[config.mk]
export PLATFORM = sky130hd
export DESIGN_NAME = cic_comb_stage
export DESIGN_NICKNAME = d
export VERILOG_FILES = /design/src/rtl/cic_pkg.sv /design/src/rtl/cic_delay_line.sv /design/src/rtl/cic_comb_stage.sv
export SDC_FILE = /design/constraint.sdc
export NUM_CORES = 1
export LEC_CHECK = 0
export ABC_AREA = 1
export BUFFER_PORTS_ARGS = -buffer_cell sky130_fd_sc_hd__buf_2
export CORE_UTILIZATION = 45
export CTS_BUF_LIST = sky130_fd_sc_hd__clkbuf_16
export CTS_CLUSTER_SIZE = 20
export DETAILED_ROUTE_END_ITERATION = 8
export SKIP_CTS_REPAIR_TIMING = 1
export SYNTH_ARGS = -nofsm -noshare
export SYNTH_HDL_FRONTEND = slang
export SYNTH_SLANG_ARGS = --single-unit
[constraint.sdc]
create_clock -name clk -period 2.6 [get_ports clk]
set_clock_uncertainty 0.2 [all_clocks]
set_input_delay 0.26 -clock clk [delete_from_list [all_inputs] [get_ports clk]]
set_output_delay 0.26 -clock clk [all_outputs]
set_load 0.05 [all_outputs]
[src/rtl/cic_pkg.sv]
// Shared CIC definitions: default sample width, default differential delay,
// and the signed sample type used by integrator, comb and decimator blocks.
package cic_pkg;

  localparam int CIC_W = 12;
  localparam int CIC_D = 5;

  typedef logic signed [CIC_W-1:0] cic_sample_t;

endpackage : cic_pkg

[src/rtl/cic_delay_line.sv]
// Enabled shift register of D signed samples with synchronous active-high
// clear. dout is the sample written D enabled cycles earlier.
module cic_delay_line
  import cic_pkg::*;
#(
  parameter int W = CIC_W,
  parameter int D = CIC_D
) (
  input  logic                clk,
  input  logic                rst,
  input  logic                en,
  input  logic signed [W-1:0] din,
  output logic signed [W-1:0] dout
);

  logic signed [W-1:0] d [D];

  // Shift one position per enabled sample; clear on reset (clear wins over en).
  always_ff @(posedge clk) begin
    if (rst) begin
      for (int k = 0; k < D; k++) d[k] <= '0;
    end else if (en) begin
      d[0] <= din;
      for (int k = 1; k < D; k++) d[k] <= d[k-1];
    end
  end

  assign dout = d[D-1];

endmodule : cic_delay_line

[src/rtl/cic_comb_stage.sv]
// Single CIC comb section: y[n] = x[n] - x[n-D], modulo 2^W, one-clock
// latency, advancing only on enabled samples.
module cic_comb_stage
  import cic_pkg::*;
#(
  parameter int W = CIC_W,
  parameter int D = CIC_D
) (
  input  logic                clk,
  input  logic                rst,
  input  logic                en,
  input  logic signed [W-1:0] x,
  output logic signed [W-1:0] y,
  output logic                y_valid
);

  // Two's-complement subtraction truncated to W bits; wrap-around is the
  // intended CIC behaviour, the chain gain lives in the integrator width.
  function automatic logic signed [W-1:0] wrap_sub(
    input logic signed [W-1:0] a,
    input logic signed [W-1:0] b
  );
    logic signed [W:0] full;
    full = a - b;
    return full[W-1:0];
  endfunction

  logic signed [W-1:0] x_old_p0;
  logic signed [W-1:0] diff_p0;
  logic signed [W-1:0] y_p1;
  logic                vld_p1;

  cic_delay_line #(
    .W (W),
    .D (D)
  ) u_delay (
    .clk  (clk),
    .rst  (rst),
    .en   (en),
    .din  (x),
    .dout (x_old_p0)
  );

  assign diff_p0 = wrap_sub(x, x_old_p0);

  // ---- stage p0 -> p1: output register; y holds between strobes ----
  always_ff @(posedge clk) begin
    if (rst) begin
      y_p1 <= '0;
    end else if (en) begin
      y_p1 <= diff_p0;
    end
  end

  // Valid pulses for exactly the cycle following an enabled sample.
  always_ff @(posedge clk) begin
    if (rst) vld_p1 <= 1'b0;
    else     vld_p1 <= en;
  end

  assign y       = y_p1;
  assign y_valid = vld_p1;

endmodule : cic_comb_stage

; ---- After elaboration in Yosys (flattened, before gate mapping)
; Memory sizes are Yosys's and may differ from the RTL's.
; Index checks and enable logic that the tools add are counted.
[word_totals]
regBits = 13
mem_bits_rw = 60
in_bits = 15
mem_count = 1
[classes]
addsub = 1
n_mux = 10
n_bitwise = 5
[memory_table]
columns = name, words, width, read_ports, rd_clocked_by_memory_dff, wr, line_no
row1 = u_delay.d, 5, 12, 5, 0, 5, cic_delay_line.sv:16  ; logic signed [W-1:0] d [D];
[ops]
columns = op, n
row1 = $mux 12, 5
row2 = $sub 12x12->12, 1
row3 = $mux 1, 5
row4 = $or 1x1->1, 5

; ---- Longest topological paths before layout
; Gate-level depths: netlist of the first run.
[logic_depth]
ltp_word = 4
ltp_mapped = 11
depth_no_buf = 11

; ---- Modules after synthesis
; A second synthesis of the first run with hierarchy kept.
[hier_totals]
cells_unflattened = 385
hier_area_um2 = 3528.4
[by_module_without_submodules]
columns = module, n_inst, cells_each, area_each_um2, seq_area_each_um2
row1 = cic_delay_line, 1, 189, 2353.5, 1801.7
row2 = cic_comb_stage, 1, 196, 1174.9, 260.2

; ---- Worst setup path after synthesis of the first run
; OpenSTA, ideal clock, no wires.
[synth_path]
path_kind = input to register
from = input port en
to = memory u_delay.d[0][0] (netlist name) (enable)
setup_ps = 414
arrival_ps = 1659
setup_slack_ps = 327
path_stages = 3
n_path_buf = 1
cell_sequence = nor2_1 -> buf_2 -> inv_1
[synth_rtl]
columns = element, line_no
row1 = from (decl), cic_comb_stage.sv:11  ; input logic en,
row2 = to (decl), cic_delay_line.sv:16

==> flow_summary.html, run 1 <==
<table>
<tr><th>Metric</th><th>Value</th></tr>
<tr><th colspan="2">Run status</th></tr>
<tr><td>Status</td><td>complete, no violations</td></tr>
<tr><th colspan="2">Floorplanning</th></tr>
<tr><td>Die X</td><td>88.5 µm</td></tr>
<tr><td>Placement Rows</td><td>31</td></tr>
<tr><td>Height of the chip</td><td>88.5 µm</td></tr>
<tr><td>Placeable core region</td><td>7250 µm²</td></tr>
<tr><td>Total die area</td><td>7840 µm²</td></tr>
<tr><td>Starting density of the core</td><td>46.5%</td></tr>
<tr><td>Top Ports</td><td>28</td></tr>
<tr><th colspan="2">Power and ir drop</th></tr>
<tr><td>Standby leakage power</td><td>0.00187 µW</td></tr>
<tr><td>Sequential power share</td><td>43.8%</td></tr>
<tr><td>Clock network fraction of design power</td><td>44.7%</td></tr>
<tr><td>Portion of total power attributed to combinational logic</td><td>11.5%</td></tr>
<tr><td>Total Power</td><td>3140 µW</td></tr>
<tr><td>Switch Pwr</td><td>744 µW</td></tr>
<tr><td>Power density of the placed cells</td><td>787 nW/µm²</td></tr>
<tr><td>Switch share</td><td>23.7%</td></tr>
<tr><td>Worst supply voltage drop on vdd</td><td>0.000307 V</td></tr>
<tr><td>Cell-internal power</td><td>2400 µW</td></tr>
<tr><th colspan="2">Critical path</th></tr>
<tr><td>Worst Path Arrival</td><td>1.92 ns</td></tr>
<tr><td>CP max FO</td><td>4</td></tr>
<tr><td>Launching element of the worst setup path</td><td>u_delay.d[0][48]$_SDFFCE_PN0P_</td></tr>
<tr><td>Required time worst endpoint</td><td>2.62 ns</td></tr>
<tr><td>Startpoint kind of the worst setup timing path</td><td>flip-flop</td></tr>
<tr><td>Worst setup path category</td><td>reg -&gt; reg</td></tr>
<tr><td>Element type at the critical path end</td><td>flip-flop</td></tr>
<tr><td>FF-to-FF Start</td><td>u_delay.d[0][48]$_SDFFCE_PN0P_</td></tr>
<tr><td>Depth of the worst register-to-register path</td><td>10</td></tr>
<tr><th colspan="2">Hold path</th></tr>
<tr><td>HP Start</td><td>x[8]</td></tr>
<tr><td>Depth of the worst hold-timing path</td><td>3</td></tr>
<tr><td>Class of the tightest hold or removal check</td><td>in -&gt; reg</td></tr>
<tr><th colspan="2">Timing</th></tr>
<tr><td>Actual slew at the worst max-slew pin</td><td>0.316 ns</td></tr>
<tr><td>Setup violations, final</td><td>0</td></tr>
<tr><td>Peak clock frequency supported by timing</td><td>0.526 GHz</td></tr>
<tr><td>Worst max-slew margin expressed relative to the limit</td><td>78.9%</td></tr>
<tr><td>Sum Neg Setup Slack</td><td>0 ns</td></tr>
<tr><td>Final worst path period need</td><td>1.90 ns</td></tr>
<tr><td>Final number of hold-violating endpoints</td><td>0</td></tr>
<tr><td>Period utilization</td><td>73.2%</td></tr>
<tr><td>RSZ-0062 raised after global routing</td><td>no</td></tr>
<tr><td>Final Slew Violations</td><td>0</td></tr>
<tr><th colspan="2">Placement</th></tr>
<tr><td>Total instance count after detailed placement</td><td>491</td></tr>
<tr><td>RD Place Congestion</td><td>0.869</td></tr>
<tr><td>Placed wire-length estimate after detailed placement</td><td>3.77 mm</td></tr>
<tr><td>Number of port buffers</td><td>27</td></tr>
<tr><th colspan="2">Logic synthesis</th></tr>
<tr><td>Distinct cells, synth</td><td>22</td></tr>
<tr><td>Sequential area share after synthesis</td><td>61.2%</td></tr>
<tr><td>Yosys top cell by area</td><td>sky130_fd_sc_hd__edfxtp_1</td></tr>
<tr><td>Yosys top cell area share</td><td>53.5%</td></tr>
<tr><td>Largest cells by area after synthesis</td><td>sky130_fd_sc_hd__edfxtp_1 53%, sky130_fd_sc_hd__inv_1 10%, sky130_fd_sc_hd__nor2_1 8.4%, sky130_fd_sc_hd__dfxtp_1 7.7%, sky130_fd_sc_hd__nand2_1 7.5%</td></tr>
<tr><td>Post-synthesis instance area</td><td>3370 µm²</td></tr>
<tr><td>Syn avg cell area</td><td>9.13 µm²</td></tr>
<tr><td>Flops &amp; latches, synth</td><td>73</td></tr>
<tr><td>Synthesis warning total</td><td>0</td></tr>
<tr><td>Number of nets produced by synthesis</td><td>396</td></tr>
<tr><td>Post-synthesis instance total</td><td>369</td></tr>
<tr><th colspan="2">GRT</th></tr>
<tr><td>Via count of the first global-routing pass</td><td>2111</td></tr>
<tr><td>Grt peak-use layer</td><td>met2</td></tr>
<tr><td>Number of antenna violations at the first check in global routing</td><td>0</td></tr>
<tr><td>Met3 GRT Util</td><td>3.92%</td></tr>
<tr><td>Maximum number of pins on one net before global-route repair</td><td>56</td></tr>
<tr><td>Global routing usage on met1</td><td>21.7%</td></tr>
<tr><td>Wire length of the first global-routing pass</td><td>9.54 mm</td></tr>
<tr><td>Aggregate global-route resource usage</td><td>16.8%</td></tr>
<tr><td>Total gr overflow</td><td>0</td></tr>
<tr><td>Met2 track demand over resource</td><td>26.2%</td></tr>
<tr><th colspan="2">CTS</th></tr>
<tr><td>Clock latency on the worst-skew pair</td><td>0.33 ns</td></tr>
<tr><td>Number of levels in the clock H-tree</td><td>3</td></tr>
<tr><td>CTS root buffer</td><td>sky130_fd_sc_hd__clkbuf_16</td></tr>
<tr><td>Number of buffers created by CTS</td><td>9</td></tr>
<tr><td>Clock sink total</td><td>73</td></tr>
<tr><td>Clock tree from TritonCTS</td><td>built</td></tr>
<tr><td>Clock-pin slew of the registers on the worst-case setup and hold paths</td><td>0.06 ns</td></tr>
<tr><td>Largest buffer count on any clock path</td><td>2</td></tr>
<tr><th colspan="2">Drt</th></tr>
<tr><td>Wire length after detailed routing</td><td>5.66 mm</td></tr>
<tr><td>Detailed Routing Iterations Pass 1</td><td>4</td></tr>
<tr><td>Detail Route Antenna Nets</td><td>0</td></tr>
<tr><td>Drt wl/cell</td><td>11.2 µm</td></tr>
<tr><td>Number of DRC violations after detailed-routing iteration 0</td><td>81</td></tr>
<tr><td>Number of design rule violations left after detail routing</td><td>0</td></tr>
<tr><td>Vias per std cell</td><td>4.43</td></tr>
<tr><td>Total via count in the routed design</td><td>2240</td></tr>
<tr><th colspan="2">Final layout</th></tr>
<tr><td>Most common cell after layout, fill and taps aside</td><td>sky130_fd_sc_hd__inv_1</td></tr>
<tr><td>Commonest cells after routing, fill and taps aside</td><td>93 x sky130_fd_sc_hd__inv_1, 75 x sky130_fd_sc_hd__nor2_1, 67 x sky130_fd_sc_hd__nand2_1</td></tr>
<tr><td>Antenna diode instance count</td><td>0</td></tr>
<tr><td>Layout Nets</td><td>430</td></tr>
<tr><td>Synthesis-to-layout area growth</td><td>18.4%</td></tr>
<tr><td>Ratio of cells with drive above 1 in the final layout</td><td>14.0%</td></tr>
<tr><td>FF/Latch Area</td><td>2060 µm²</td></tr>
<tr><td>Area used by multi-input combinational logic</td><td>917 µm²</td></tr>
<tr><td>Fillcell total</td><td>683</td></tr>
<tr><td>Non-filler cells, final</td><td>506</td></tr>
<tr><th colspan="2">Run</th></tr>
<tr><td>Max-Cap Viols</td><td>0</td></tr>
</table>
path summary, 6_finish.rpt:
kind	to	slack (ns)
setup / recovery	y[8]$_SDFFE_PP0P_	0.70
hold / removal	u_delay.d[0][8]$_SDFFCE_PN0P_	0.07
setup reg to reg	y[8]$_SDFFE_PP0P_	0.70
hold reg to reg	y[11]$_SDFFE_PP0P_	0.25
power by group through the flow:
stage	sequential (µW)	combinational [µW]	clock, µW
finish	1380	362	1400
CTS	1380	367	1430
floorplan	1470	203	0
detailed placement	1400	363	0
global route	1380	414	1480
global placement	1400	359	0
final cells by class:
| type | instances | area share, % |
|---|---|---|
| clock inverters | 6 | 2.92 |
| clock buffers | 9 | 5.64 |
| repair buffers | 31 | 4.76 |
| multi-input cells | 193 | 23.0 |
| inverters | 95 | 8.93 |
| well taps | 99 | 3.10 |
| flip-flops and latches | 73 | 51.7 |
registers in the layout, summed over array words and instances (netlist names):
name,count
y,12
u_delay.d,60
y_valid,1
per-layer routing:
metal	vias up	part of all wire (%)
met2	35	45
met1	1005	49
met3	11	4.0
li1	1189	-
met5	-	0
met4	0	2.3
through the flow:
step                      hold WS (ns)  cell area, µm²  utilization (%)  setup slack, ns
final                           0.0726            3990             55.0            0.698
after global routing            0.0896            3990             55.0            0.517
after detailed placement         0.240            3650             50.3            0.678
after floorplan                  0.258            3370                -            0.327
after global placement           0.233            3650             50.3            0.703
after CTS                       0.0660            3990             55.0            0.690
synth_stat cells:
master,instances
sky130_fd_sc_hd__nor2_1,75
sky130_fd_sc_hd__o21ai_2,1
sky130_fd_sc_hd__o21ai_1,3
sky130_fd_sc_hd__ha_1,11
sky130_fd_sc_hd__buf_2,1
sky130_fd_sc_hd__xor2_1,1
sky130_fd_sc_hd__inv_2,1
sky130_fd_sc_hd__nor2_2,2
sky130_fd_sc_hd__nand2_1,67
sky130_fd_sc_hd__edfxtp_1,60
sky130_fd_sc_hd__nand4_1,3
sky130_fd_sc_hd__o21ai_0,6
sky130_fd_sc_hd__clkbuf_1,6
sky130_fd_sc_hd__dfxtp_1,13
sky130_fd_sc_hd__inv_1,94
sky130_fd_sc_hd__fa_1,1
sky130_fd_sc_hd__buf_4,1
sky130_fd_sc_hd__and2_1,2
sky130_fd_sc_hd__nand3_1,10
sky130_fd_sc_hd__a21oi_1,5
sky130_fd_sc_hd__nand3_2,2
sky130_fd_sc_hd__nand2_2,4
worst max-delay path, stage by stage (launching register included):
cell	delay, ns
sky130_fd_sc_hd__edfxtp_1	0.37
sky130_fd_sc_hd__ha_1	0.22
sky130_fd_sc_hd__fa_1	0.37
sky130_fd_sc_hd__inv_1	0.11
sky130_fd_sc_hd__nand3_1	0.08
sky130_fd_sc_hd__nand3_1	0.13
sky130_fd_sc_hd__nand2_1	0.07
sky130_fd_sc_hd__nand2_1	0.08
sky130_fd_sc_hd__nand2_1	0.05
sky130_fd_sc_hd__nand2_1	0.07
sky130_fd_sc_hd__o21ai_2	0.05
logic make-up after synthesis:
logic type,synth area share [%]
xor+xnor,0.260
compound gates,2.34
buf+inv,11.6
simple gates,19.9
fa+ha+maj,4.68
flops,61.2
(Power assumes the default switching activity.)
==> inputs of run 2 (changes only) <==
--- a/config.mk
+++ b/config.mk
@@ -5,7 +5,7 @@
 export SDC_FILE = /design/constraint.sdc
 export NUM_CORES = 1
 export LEC_CHECK = 0
-export ABC_AREA = 1
+export ABC_AREA = 0
 export BUFFER_PORTS_ARGS = -buffer_cell sky130_fd_sc_hd__buf_2
 export CORE_UTILIZATION = 45
 export CTS_BUF_LIST = sky130_fd_sc_hd__clkbuf_16
==> constraint.sdc (replaced) <==
create_clock -name clk -period 1.9 [get_ports clk]
set_clock_uncertainty 0.2 [all_clocks]
set_input_delay 0.19 -clock clk [delete_from_list [all_inputs] [get_ports clk]]
set_output_delay 0.19 -clock clk [all_outputs]
set_load 0.05 [all_outputs]
==> flow_summary.html, run 2 <==
<table>
<tr><th>Metric</th><th>Value</th></tr>
<tr><th colspan="2">Drt</th></tr>
<tr><td>Vias per std cell</td><td>4.77</td></tr>
<tr><td>Number of DRC violations after detailed-routing iteration 0</td><td>50</td></tr>
<tr><td>Detailed Routing Iterations Pass 1</td><td>4</td></tr>
<tr><td>Total via count in the routed design</td><td>1926</td></tr>
<tr><td>Number of design rule violations left after detail routing</td><td>0</td></tr>
<tr><td>Wire length after detailed routing</td><td>5.56 mm</td></tr>
<tr><td>Detail Route Antenna Nets</td><td>0</td></tr>
<tr><td>Drt wl/cell</td><td>13.8 µm</td></tr>
<tr><th colspan="2">Placement</th></tr>
<tr><td>Worst slack at placement</td><td>-0.129 ns</td></tr>
<tr><td>RD Place Congestion</td><td>0.765</td></tr>
<tr><td>Placed wire-length estimate after detailed placement</td><td>3.46 mm</td></tr>
<tr><td>Number of port buffers</td><td>27</td></tr>
<tr><th colspan="2">Final layout</th></tr>
<tr><td>Top reg by flops</td><td>u_delay.d</td></tr>
<tr><td>Commonest cells after routing, fill and taps aside</td><td>60 x sky130_fd_sc_hd__edfxtp_1, 58 x sky130_fd_sc_hd__and2_1, 27 x sky130_fd_sc_hd__buf_2</td></tr>
<tr><td>Most common cell after layout, fill and taps aside</td><td>sky130_fd_sc_hd__edfxtp_1</td></tr>
<tr><td>Fillcell total</td><td>571</td></tr>
<tr><td>Number of flip-flops in the largest register</td><td>60</td></tr>
<tr><td>Layout Nets</td><td>330</td></tr>
<tr><td>Ratio of cells with drive above 1 in the final layout</td><td>26.0%</td></tr>
<tr><td>Synthesis-to-layout area growth</td><td>24.6%</td></tr>
<tr><td>Antenna diode instance count</td><td>0</td></tr>
<tr><th colspan="2">Logic synthesis</th></tr>
<tr><td>Post-Synth Adder-Cell Area</td><td>4.89%</td></tr>
<tr><td>Count leader, synth</td><td>sky130_fd_sc_hd__edfxtp_1</td></tr>
<tr><td>Yosys top cell by area</td><td>sky130_fd_sc_hd__edfxtp_1</td></tr>
<tr><td>Async SR Flop Fraction</td><td>0%</td></tr>
<tr><td>Top flip-flop cell by instance count after synthesis</td><td>sky130_fd_sc_hd__edfxtp_1</td></tr>
<tr><td>Post-synthesis instance total</td><td>253</td></tr>
<tr><td>Flops &amp; latches, synth</td><td>73</td></tr>
<tr><td>Syn avg cell area</td><td>12.7 µm²</td></tr>
<tr><td>Synthesis warning total</td><td>0</td></tr>
<tr><td>Share of the synthesized area in compound gates (AO/OA/AOI/OAI)</td><td>6.52%</td></tr>
<tr><td>Number of enable-type register cells in the synthesized netlist</td><td>60</td></tr>
<tr><td>Yosys top cell area share</td><td>55.9%</td></tr>
<tr><td>Number of nets produced by synthesis</td><td>280</td></tr>
<tr><td>Distinct cells, synth</td><td>42</td></tr>
<tr><td>Dominant combinational cell family by area after synthesis</td><td>simple AND/OR/NAND/NOR gates</td></tr>
<tr><td>Top cells by count, synth</td><td>60 x sky130_fd_sc_hd__edfxtp_1, 58 x sky130_fd_sc_hd__and2_1, 13 x sky130_fd_sc_hd__dfxtp_1, 13 x sky130_fd_sc_hd__inv_1, 12 x sky130_fd_sc_hd__nand2_1</td></tr>
<tr><td>XOR/XNOR Fraction of Synth Area</td><td>1.90%</td></tr>
<tr><td>Post-synthesis instance area</td><td>3230 µm²</td></tr>
<tr><td>Largest cells by area after synthesis</td><td>sky130_fd_sc_hd__edfxtp_1 56%, sky130_fd_sc_hd__and2_1 11%, sky130_fd_sc_hd__dfxtp_1 8.1%, sky130_fd_sc_hd__ha_1 4.3%, sky130_fd_sc_hd__inv_1 1.5%</td></tr>
<tr><td>Sequential area share after synthesis</td><td>63.9%</td></tr>
<tr><td>Post-synthesis share of cell area spent on and, or, nand and nor gates</td><td>18.3%</td></tr>
<tr><td>Share of cell area taken by muxes after synthesis</td><td>0.621%</td></tr>
<tr><th colspan="2">CTS</th></tr>
<tr><td>Clock-pin slew of the registers on the worst-case setup and hold paths</td><td>0.06 ns</td></tr>
<tr><td>Number of levels in the clock H-tree</td><td>3</td></tr>
<tr><td>Number of buffers created by CTS</td><td>9</td></tr>
<tr><td>Clock sink total</td><td>73</td></tr>
<tr><td>Largest buffer count on any clock path</td><td>2</td></tr>
<tr><td>Clock latency on the worst-skew pair</td><td>0.33 ns</td></tr>
<tr><td>CTS root buffer</td><td>sky130_fd_sc_hd__clkbuf_16</td></tr>
<tr><td>Clock tree from TritonCTS</td><td>built</td></tr>
<tr><th colspan="2">Hold path</th></tr>
<tr><td>Depth of the worst hold-timing path</td><td>2</td></tr>
<tr><td>Hold Path Sink</td><td>u_delay.d[0][5]$_SDFFCE_PN0P_</td></tr>
<tr><td>HP Start</td><td>x[5]</td></tr>
<tr><td>Class of the tightest hold or removal check</td><td>in -&gt; reg</td></tr>
<tr><th colspan="2">Critical path</th></tr>
<tr><td>Startpoint kind of the worst setup timing path</td><td>flip-flop</td></tr>
<tr><td>Required time worst endpoint</td><td>1.90 ns</td></tr>
<tr><td>CP max FO</td><td>2</td></tr>
<tr><td>Setup slack on the worst flop-to-flop path</td><td>-0.15 ns</td></tr>
<tr><td>Launching element of the worst setup path</td><td>u_delay.d[0][48]$_SDFFCE_PN0P_</td></tr>
<tr><td>Element type at the critical path end</td><td>flip-flop</td></tr>
<tr><td>Worst setup path category</td><td>reg -&gt; reg</td></tr>
<tr><td>Worst Path Arrival</td><td>2.05 ns</td></tr>
<tr><td>Endpoint of the worst-slack reg-to-reg timing path</td><td>y[10]$_SDFFE_PP0P_</td></tr>
<tr><td>Depth of the worst register-to-register path</td><td>7</td></tr>
<tr><td>FF-to-FF Start</td><td>u_delay.d[0][48]$_SDFFCE_PN0P_</td></tr>
<tr><th colspan="2">Timing</th></tr>
<tr><td>Smallest setup slack after layout</td><td>-0.146 ns</td></tr>
<tr><td>Actual slew at the worst max-slew pin</td><td>0.330 ns</td></tr>
<tr><td>Final Slew Violations</td><td>0</td></tr>
<tr><td>Period utilization</td><td>108%</td></tr>
<tr><td>Setup violations, final</td><td>2</td></tr>
<tr><td>Final number of hold-violating endpoints</td><td>0</td></tr>
<tr><td>Sum Neg Setup Slack</td><td>-0.173 ns</td></tr>
<tr><td>Worst max-slew margin expressed relative to the limit</td><td>78.0%</td></tr>
<tr><td>RSZ-0062 raised after global routing</td><td>yes</td></tr>
<tr><td>Final worst path period need</td><td>2.05 ns</td></tr>
<tr><td>Peak clock frequency supported by timing</td><td>0.489 GHz</td></tr>
<tr><th colspan="2">Run status</th></tr>
<tr><td>Status</td><td>complete, but fails checks</td></tr>
<tr><td>Violations in the final reports</td><td>negative setup slack</td></tr>
<tr><th colspan="2">GRT</th></tr>
<tr><td>Maximum number of pins on one net before global-route repair</td><td>61</td></tr>
<tr><td>Met2 track demand over resource</td><td>23.1%</td></tr>
<tr><td>Grt peak-use layer</td><td>met2</td></tr>
<tr><td>Wire length of the first global-routing pass</td><td>8.83 mm</td></tr>
<tr><td>Total gr overflow</td><td>0</td></tr>
<tr><td>Via count of the first global-routing pass</td><td>1774</td></tr>
<tr><td>Global routing usage on met1</td><td>21.7%</td></tr>
<tr><td>Number of antenna violations at the first check in global routing</td><td>0</td></tr>
<tr><td>Aggregate global-route resource usage</td><td>16.2%</td></tr>
<tr><td>Met3 GRT Util</td><td>5.33%</td></tr>
<tr><th colspan="2">Floorplanning</th></tr>
<tr><td>Die X</td><td>86.7 µm</td></tr>
<tr><td>Placeable core region</td><td>6870 µm²</td></tr>
<tr><td>Starting density of the core</td><td>47.0%</td></tr>
<tr><td>Height of the chip</td><td>86.7 µm</td></tr>
<tr><td>Placement Rows</td><td>30</td></tr>
<tr><td>Top Ports</td><td>28</td></tr>
<tr><td>Total die area</td><td>7510 µm²</td></tr>
<tr><th colspan="2">Power and ir drop</th></tr>
<tr><td>Total Power</td><td>4110 µW</td></tr>
<tr><td>Standby leakage power</td><td>0.00166 µW</td></tr>
<tr><td>Power density of the placed cells</td><td>1020 nW/µm²</td></tr>
<tr><td>Worst supply voltage drop on vdd</td><td>0.000483 V</td></tr>
<tr><th colspan="2">Run</th></tr>
<tr><td>Max-Cap Viols</td><td>0</td></tr>
</table>
==> run 2: cell types whose count changed in the layout (fill, tap and decap cells not counted), sizes merged, moves of 7 or more <==
cell,previous run,this run
nand2b,0,7
dlygate4sd3,0,7
nand2,71,12
nor2,77,9
and2,2,58
buf,31,45
inv,96,15
nand3,12,3
==> run 2: worst max-delay path, stage by stage, from the launching register on <==
cell and delay [ns]:
sky130_fd_sc_hd__edfxtp_1 0.40, sky130_fd_sc_hd__ha_2 0.20, sky130_fd_sc_hd__fa_2 0.35, sky130_fd_sc_hd__nor2b_2 0.16
sky130_fd_sc_hd__o31ai_2 0.08, sky130_fd_sc_hd__a21oi_1 0.19, sky130_fd_sc_hd__mux2i_1 0.23, sky130_fd_sc_hd__o311ai_1 0.11
==> run 2: cell families after synthesis <==
| family | after synthesis |
|---|---|
| fa+ha+maj | 12 |
| mux | 2 |
| compound gates | 30 |
| buf+inv | 27 |
| xor+xnor | 7 |
| flops | 73 |
| simple gates | 102 |
==> run 2: metal layers <==
metal,vias to the layer above,wire length [µm]
met2,29,2470
li1,978,-
met3,10,214
met5,-,0
met1,909,2760
met4,0,116
==> run 2: layout make-up <==
class	instances	area (µm²)	area share (%)
inverters	14	56.3	1.40
clock inverters	7	70.1	1.74
multi-input cells	153	1130	28.2
clock buffers	9	225	5.60
well taps	96	120	2.99
flip-flops and latches	73	2060	51.3
repair buffers	52	353	8.78
==> run 2: metrics by stage <==
stage	cells	hold slack (ns)	area (µm²)	util, %
2_1_floorplan	253	0.175	3250	-
3_3_place_gp	381	0.232	3570	52.0
3_5_place_dp	381	0.239	3570	52.0
4_1_cts	397	-0.0481	3870	56.3
5_1_grt	404	0.0181	4020	58.5
6_report	404	0.00957	4020	58.5
==> run 2: how the worst max path moves through the flow <==
stage | end | slack (ns)
2_1_floorplan | u_delay.d[0][0]$_SDFFCE_PN0P_ | -0.06
3_3_place_gp | y[10]$_SDFFE_PP0P_ | -0.05
3_5_place_dp | y[10]$_SDFFE_PP0P_ | -0.13
4_1_cts | y[10]$_SDFFE_PP0P_ | -0.13
5_1_grt | y[10]$_SDFFE_PP0P_ | -0.27
6_report | y[10]$_SDFFE_PP0P_ | -0.15
==> run 2: power by group <==
group	leakage (µW)	switching, µW	internal (µW)
registers	0.000769	31.4	1850
logic	0.000736	343	215
clock network	0.000151	648	1020
==> inputs of run 3 (changes only) <==
--- a/config.mk
+++ b/config.mk
@@ -7,10 +7,13 @@
 export LEC_CHECK = 0
 export ABC_AREA = 0
 export BUFFER_PORTS_ARGS = -buffer_cell sky130_fd_sc_hd__buf_2
+export CELL_PAD_IN_SITES_DETAIL_PLACEMENT = 0
+export CELL_PAD_IN_SITES_GLOBAL_PLACEMENT = 1
 export CORE_UTILIZATION = 45
 export CTS_BUF_LIST = sky130_fd_sc_hd__clkbuf_16
 export CTS_CLUSTER_SIZE = 20
 export DETAILED_ROUTE_END_ITERATION = 8
+export PLACE_DENSITY_LB_ADDON = 0.1
 export SKIP_CTS_REPAIR_TIMING = 1
 export SYNTH_ARGS = -nofsm -noshare
 export SYNTH_HDL_FRONTEND = slang
==> constraint.sdc (replaced) <==
create_clock -name clk -period 2.6 [get_ports clk]
set_clock_uncertainty 0.2 [all_clocks]
set_input_delay 0.26 -clock clk [delete_from_list [all_inputs] [get_ports clk]]
set_output_delay 0.26 -clock clk [all_outputs]
set_load 0.05 [all_outputs]
==> flow_summary.html, run 3 (synthesized netlist as in run 2, its figures left out) <==
<table>
<tr><th>Metric</th><th>Value</th></tr>
<tr><th colspan="2">Run status</th></tr>
<tr><td>Status</td><td>complete, no violations</td></tr>
<tr><th colspan="2">Hold path</th></tr>
<tr><td>Class of the tightest hold or removal check</td><td>in -&gt; reg</td></tr>
<tr><th colspan="2">Timing</th></tr>
<tr><td>RSZ-0062 raised after global routing</td><td>no</td></tr>
<tr><td>Worst max-slew margin expressed relative to the limit</td><td>66.7%</td></tr>
<tr><td>Smallest setup slack after layout</td><td>0.459 ns</td></tr>
<tr><td>Period utilization</td><td>82.3%</td></tr>
<tr><td>Setup violations, final</td><td>0</td></tr>
<tr><td>Final Slew Violations</td><td>0</td></tr>
<tr><td>Final worst path period need</td><td>2.14 ns</td></tr>
<tr><td>Actual slew at the worst max-slew pin</td><td>0.498 ns</td></tr>
<tr><td>Sum Neg Setup Slack</td><td>0 ns</td></tr>
<tr><td>Final number of hold-violating endpoints</td><td>0</td></tr>
<tr><td>Worst slack on hold paths</td><td>0.0113 ns</td></tr>
<tr><td>Peak clock frequency supported by timing</td><td>0.467 GHz</td></tr>
<tr><th colspan="2">Drt</th></tr>
<tr><td>Drt wl/cell</td><td>14.0 µm</td></tr>
<tr><td>Detailed Routing Iterations Pass 1</td><td>4</td></tr>
<tr><td>Number of DRC violations after detailed-routing iteration 0</td><td>100</td></tr>
<tr><td>Detail Route Antenna Nets</td><td>0</td></tr>
<tr><td>Vias per std cell</td><td>4.85</td></tr>
<tr><td>Wire length after detailed routing</td><td>5.32 mm</td></tr>
<tr><td>Number of design rule violations left after detail routing</td><td>0</td></tr>
<tr><td>Total via count in the routed design</td><td>1847</td></tr>
<tr><th colspan="2">CTS</th></tr>
<tr><td>Clock tree from TritonCTS</td><td>built</td></tr>
<tr><td>Clock sink total</td><td>73</td></tr>
<tr><td>Largest buffer count on any clock path</td><td>2</td></tr>
<tr><td>Number of buffers created by CTS</td><td>9</td></tr>
<tr><td>Clock-pin slew of the registers on the worst-case setup and hold paths</td><td>0.06 ns</td></tr>
<tr><td>CTS root buffer</td><td>sky130_fd_sc_hd__clkbuf_16</td></tr>
<tr><td>Clock latency on the worst-skew pair</td><td>0.33 ns</td></tr>
<tr><td>Number of levels in the clock H-tree</td><td>3</td></tr>
<tr><th colspan="2">Floorplanning</th></tr>
<tr><td>Height of the chip</td><td>86.7 µm</td></tr>
<tr><td>Placement Rows</td><td>30</td></tr>
<tr><td>Placeable core region</td><td>6870 µm²</td></tr>
<tr><td>Top Ports</td><td>28</td></tr>
<tr><td>Total die area</td><td>7510 µm²</td></tr>
<tr><td>Die X</td><td>86.7 µm</td></tr>
<tr><td>Starting density of the core</td><td>47.0%</td></tr>
<tr><th colspan="2">Power and ir drop</th></tr>
<tr><td>Switch share</td><td>25.5%</td></tr>
<tr><td>Worst supply voltage drop on vdd</td><td>0.000355 V</td></tr>
<tr><td>Portion of total power attributed to combinational logic</td><td>12.1%</td></tr>
<tr><td>Switch Pwr</td><td>720 µW</td></tr>
<tr><td>Cell-internal power</td><td>2110 µW</td></tr>
<tr><td>Clock network fraction of design power</td><td>39.2%</td></tr>
<tr><td>Sequential power share</td><td>48.7%</td></tr>
<tr><td>Total Power</td><td>2830 µW</td></tr>
<tr><td>Standby leakage power</td><td>0.00152 µW</td></tr>
<tr><td>Power density of the placed cells</td><td>761 nW/µm²</td></tr>
<tr><th colspan="2">Critical path</th></tr>
<tr><td>Worst Path Arrival</td><td>2.12 ns</td></tr>
<tr><td>Required time worst endpoint</td><td>2.58 ns</td></tr>
<tr><td>Startpoint kind of the worst setup timing path</td><td>flip-flop</td></tr>
<tr><td>Ordered cell list for the critical path</td><td>ha_1 &gt; fa_1 &gt; nor2b_1 &gt; o31ai_1 &gt; a21oi_1 &gt; mux2i_1 &gt; o311ai_0</td></tr>
<tr><td>Bufs and invs on worst path</td><td>0</td></tr>
<tr><td>Slowest cell delay on critical path</td><td>0.41 ns</td></tr>
<tr><td>Cell with the largest stage delay on the worst path</td><td>sky130_fd_sc_hd__fa_1</td></tr>
<tr><td>CP max FO</td><td>2</td></tr>
<tr><td>Worst setup path category</td><td>reg -&gt; reg</td></tr>
<tr><td>Element type at the critical path end</td><td>flip-flop</td></tr>
<tr><td>Kind of cell adding the most delay to the critical path</td><td>adder cells</td></tr>
<tr><th colspan="2">Final layout</th></tr>
<tr><td>Number of flip-flops in the largest register</td><td>60</td></tr>
<tr><td>Non-filler cells, final</td><td>381</td></tr>
<tr><td>Commonest cells after routing, fill and taps aside</td><td>60 x sky130_fd_sc_hd__edfxtp_1, 58 x sky130_fd_sc_hd__and2_1, 27 x sky130_fd_sc_hd__buf_2</td></tr>
<tr><td>Layout Nets</td><td>307</td></tr>
<tr><td>Top reg by flops</td><td>u_delay.d</td></tr>
<tr><td>Most common cell after layout, fill and taps aside</td><td>sky130_fd_sc_hd__edfxtp_1</td></tr>
<tr><td>Antenna diode instance count</td><td>0</td></tr>
<tr><td>Ratio of cells with drive above 1 in the final layout</td><td>17.5%</td></tr>
<tr><td>Synthesis-to-layout area growth</td><td>15.3%</td></tr>
<tr><th colspan="2">GRT</th></tr>
<tr><td>Via count of the first global-routing pass</td><td>1706</td></tr>
<tr><td>Total gr overflow</td><td>0</td></tr>
<tr><td>Aggregate global-route resource usage</td><td>16.0%</td></tr>
<tr><td>Number of antenna violations at the first check in global routing</td><td>0</td></tr>
<tr><td>Wire length of the first global-routing pass</td><td>8.70 mm</td></tr>
<tr><td>Maximum number of pins on one net before global-route repair</td><td>54</td></tr>
<tr><th colspan="2">Run</th></tr>
<tr><td>Max-Cap Viols</td><td>0</td></tr>
<tr><th colspan="2">Placement</th></tr>
<tr><td>Number of port buffers</td><td>27</td></tr>
<tr><td>RD Place Congestion</td><td>0.775</td></tr>
<tr><td>Placed wire-length estimate after detailed placement</td><td>3.50 mm</td></tr>
<tr><td>Total instance count after detailed placement</td><td>365</td></tr>
<tr><td>Worst slack at placement</td><td>0.446 ns</td></tr>
</table>
## run 3: cell types whose count changed in the layout (fill, tap and decap cells not counted), sizes merged
cell / previous run / this run
clkinv: 4 / 3
bufinv: 1 / 0
buf: 45 / 29
dlygate4sd3: 7 / 0
inv: 15 / 16
clkinvlp: 1 / 2
## run 3: power by group through the flow
stage / clock (µW) / sequential (µW) / combinational [µW]
3_3_place_gp: 0 / 1400 / 344
4_1_cts: 1150 / 1380 / 348
2_1_floorplan: 0 / 1480 / 184
3_5_place_dp: 0 / 1400 / 347
6_report: 1110 / 1380 / 342
5_1_grt: 1190 / 1390 / 377
## run 3: final timing paths
check / cells after the start / end / slack [ns] / start
worst max-delay path: 7 / y[10]$_SDFFE_PP0P_ / 0.46 / u_delay.d[0][48]$_SDFFCE_PN0P_
worst min-delay path: 2 / y[2]$_SDFFE_PP0P_ / 0.01 / rst
worst max register to register: 7 / y[10]$_SDFFE_PP0P_ / 0.46 / u_delay.d[0][48]$_SDFFCE_PN0P_
worst min register to register: 2 / y[4]$_SDFFE_PP0P_ / 0.24 / y[4]$_SDFFE_PP0P_
## run 3: worst register-to-register path: stages, from the launching register on
cell	delay, ns
sky130_fd_sc_hd__edfxtp_1	0.36
sky130_fd_sc_hd__ha_1	0.21
sky130_fd_sc_hd__fa_1	0.41
sky130_fd_sc_hd__nor2b_1	0.16
sky130_fd_sc_hd__o31ai_1	0.10
sky130_fd_sc_hd__a21oi_1	0.19
sky130_fd_sc_hd__mux2i_1	0.21
sky130_fd_sc_hd__o311ai_0	0.15
## run 3: final cells by class
type	count	area, µm²
inverter	14	52.6
fill	610	3150
multi-input combinational	153	1040
timing repair buffer	29	175
clock buffer	9	225
clock inverter	7	45.0
tap	96	120
sequential	73	2060
## run 3: metal layers
metal	global-route usage, %	part of all wire, %
met4	7.73	1.4
met2	23.1	44
met5	0	0
met3	4.48	3.4
met1	22.4	51
## run 3: per-stage QoR
step,area (µm²),util [%]
floorplan,3230,-
global placement,3450,50.2
detailed placement,3450,50.2
CTS,3720,54.2
global route,3720,54.2
finish,3720,54.2
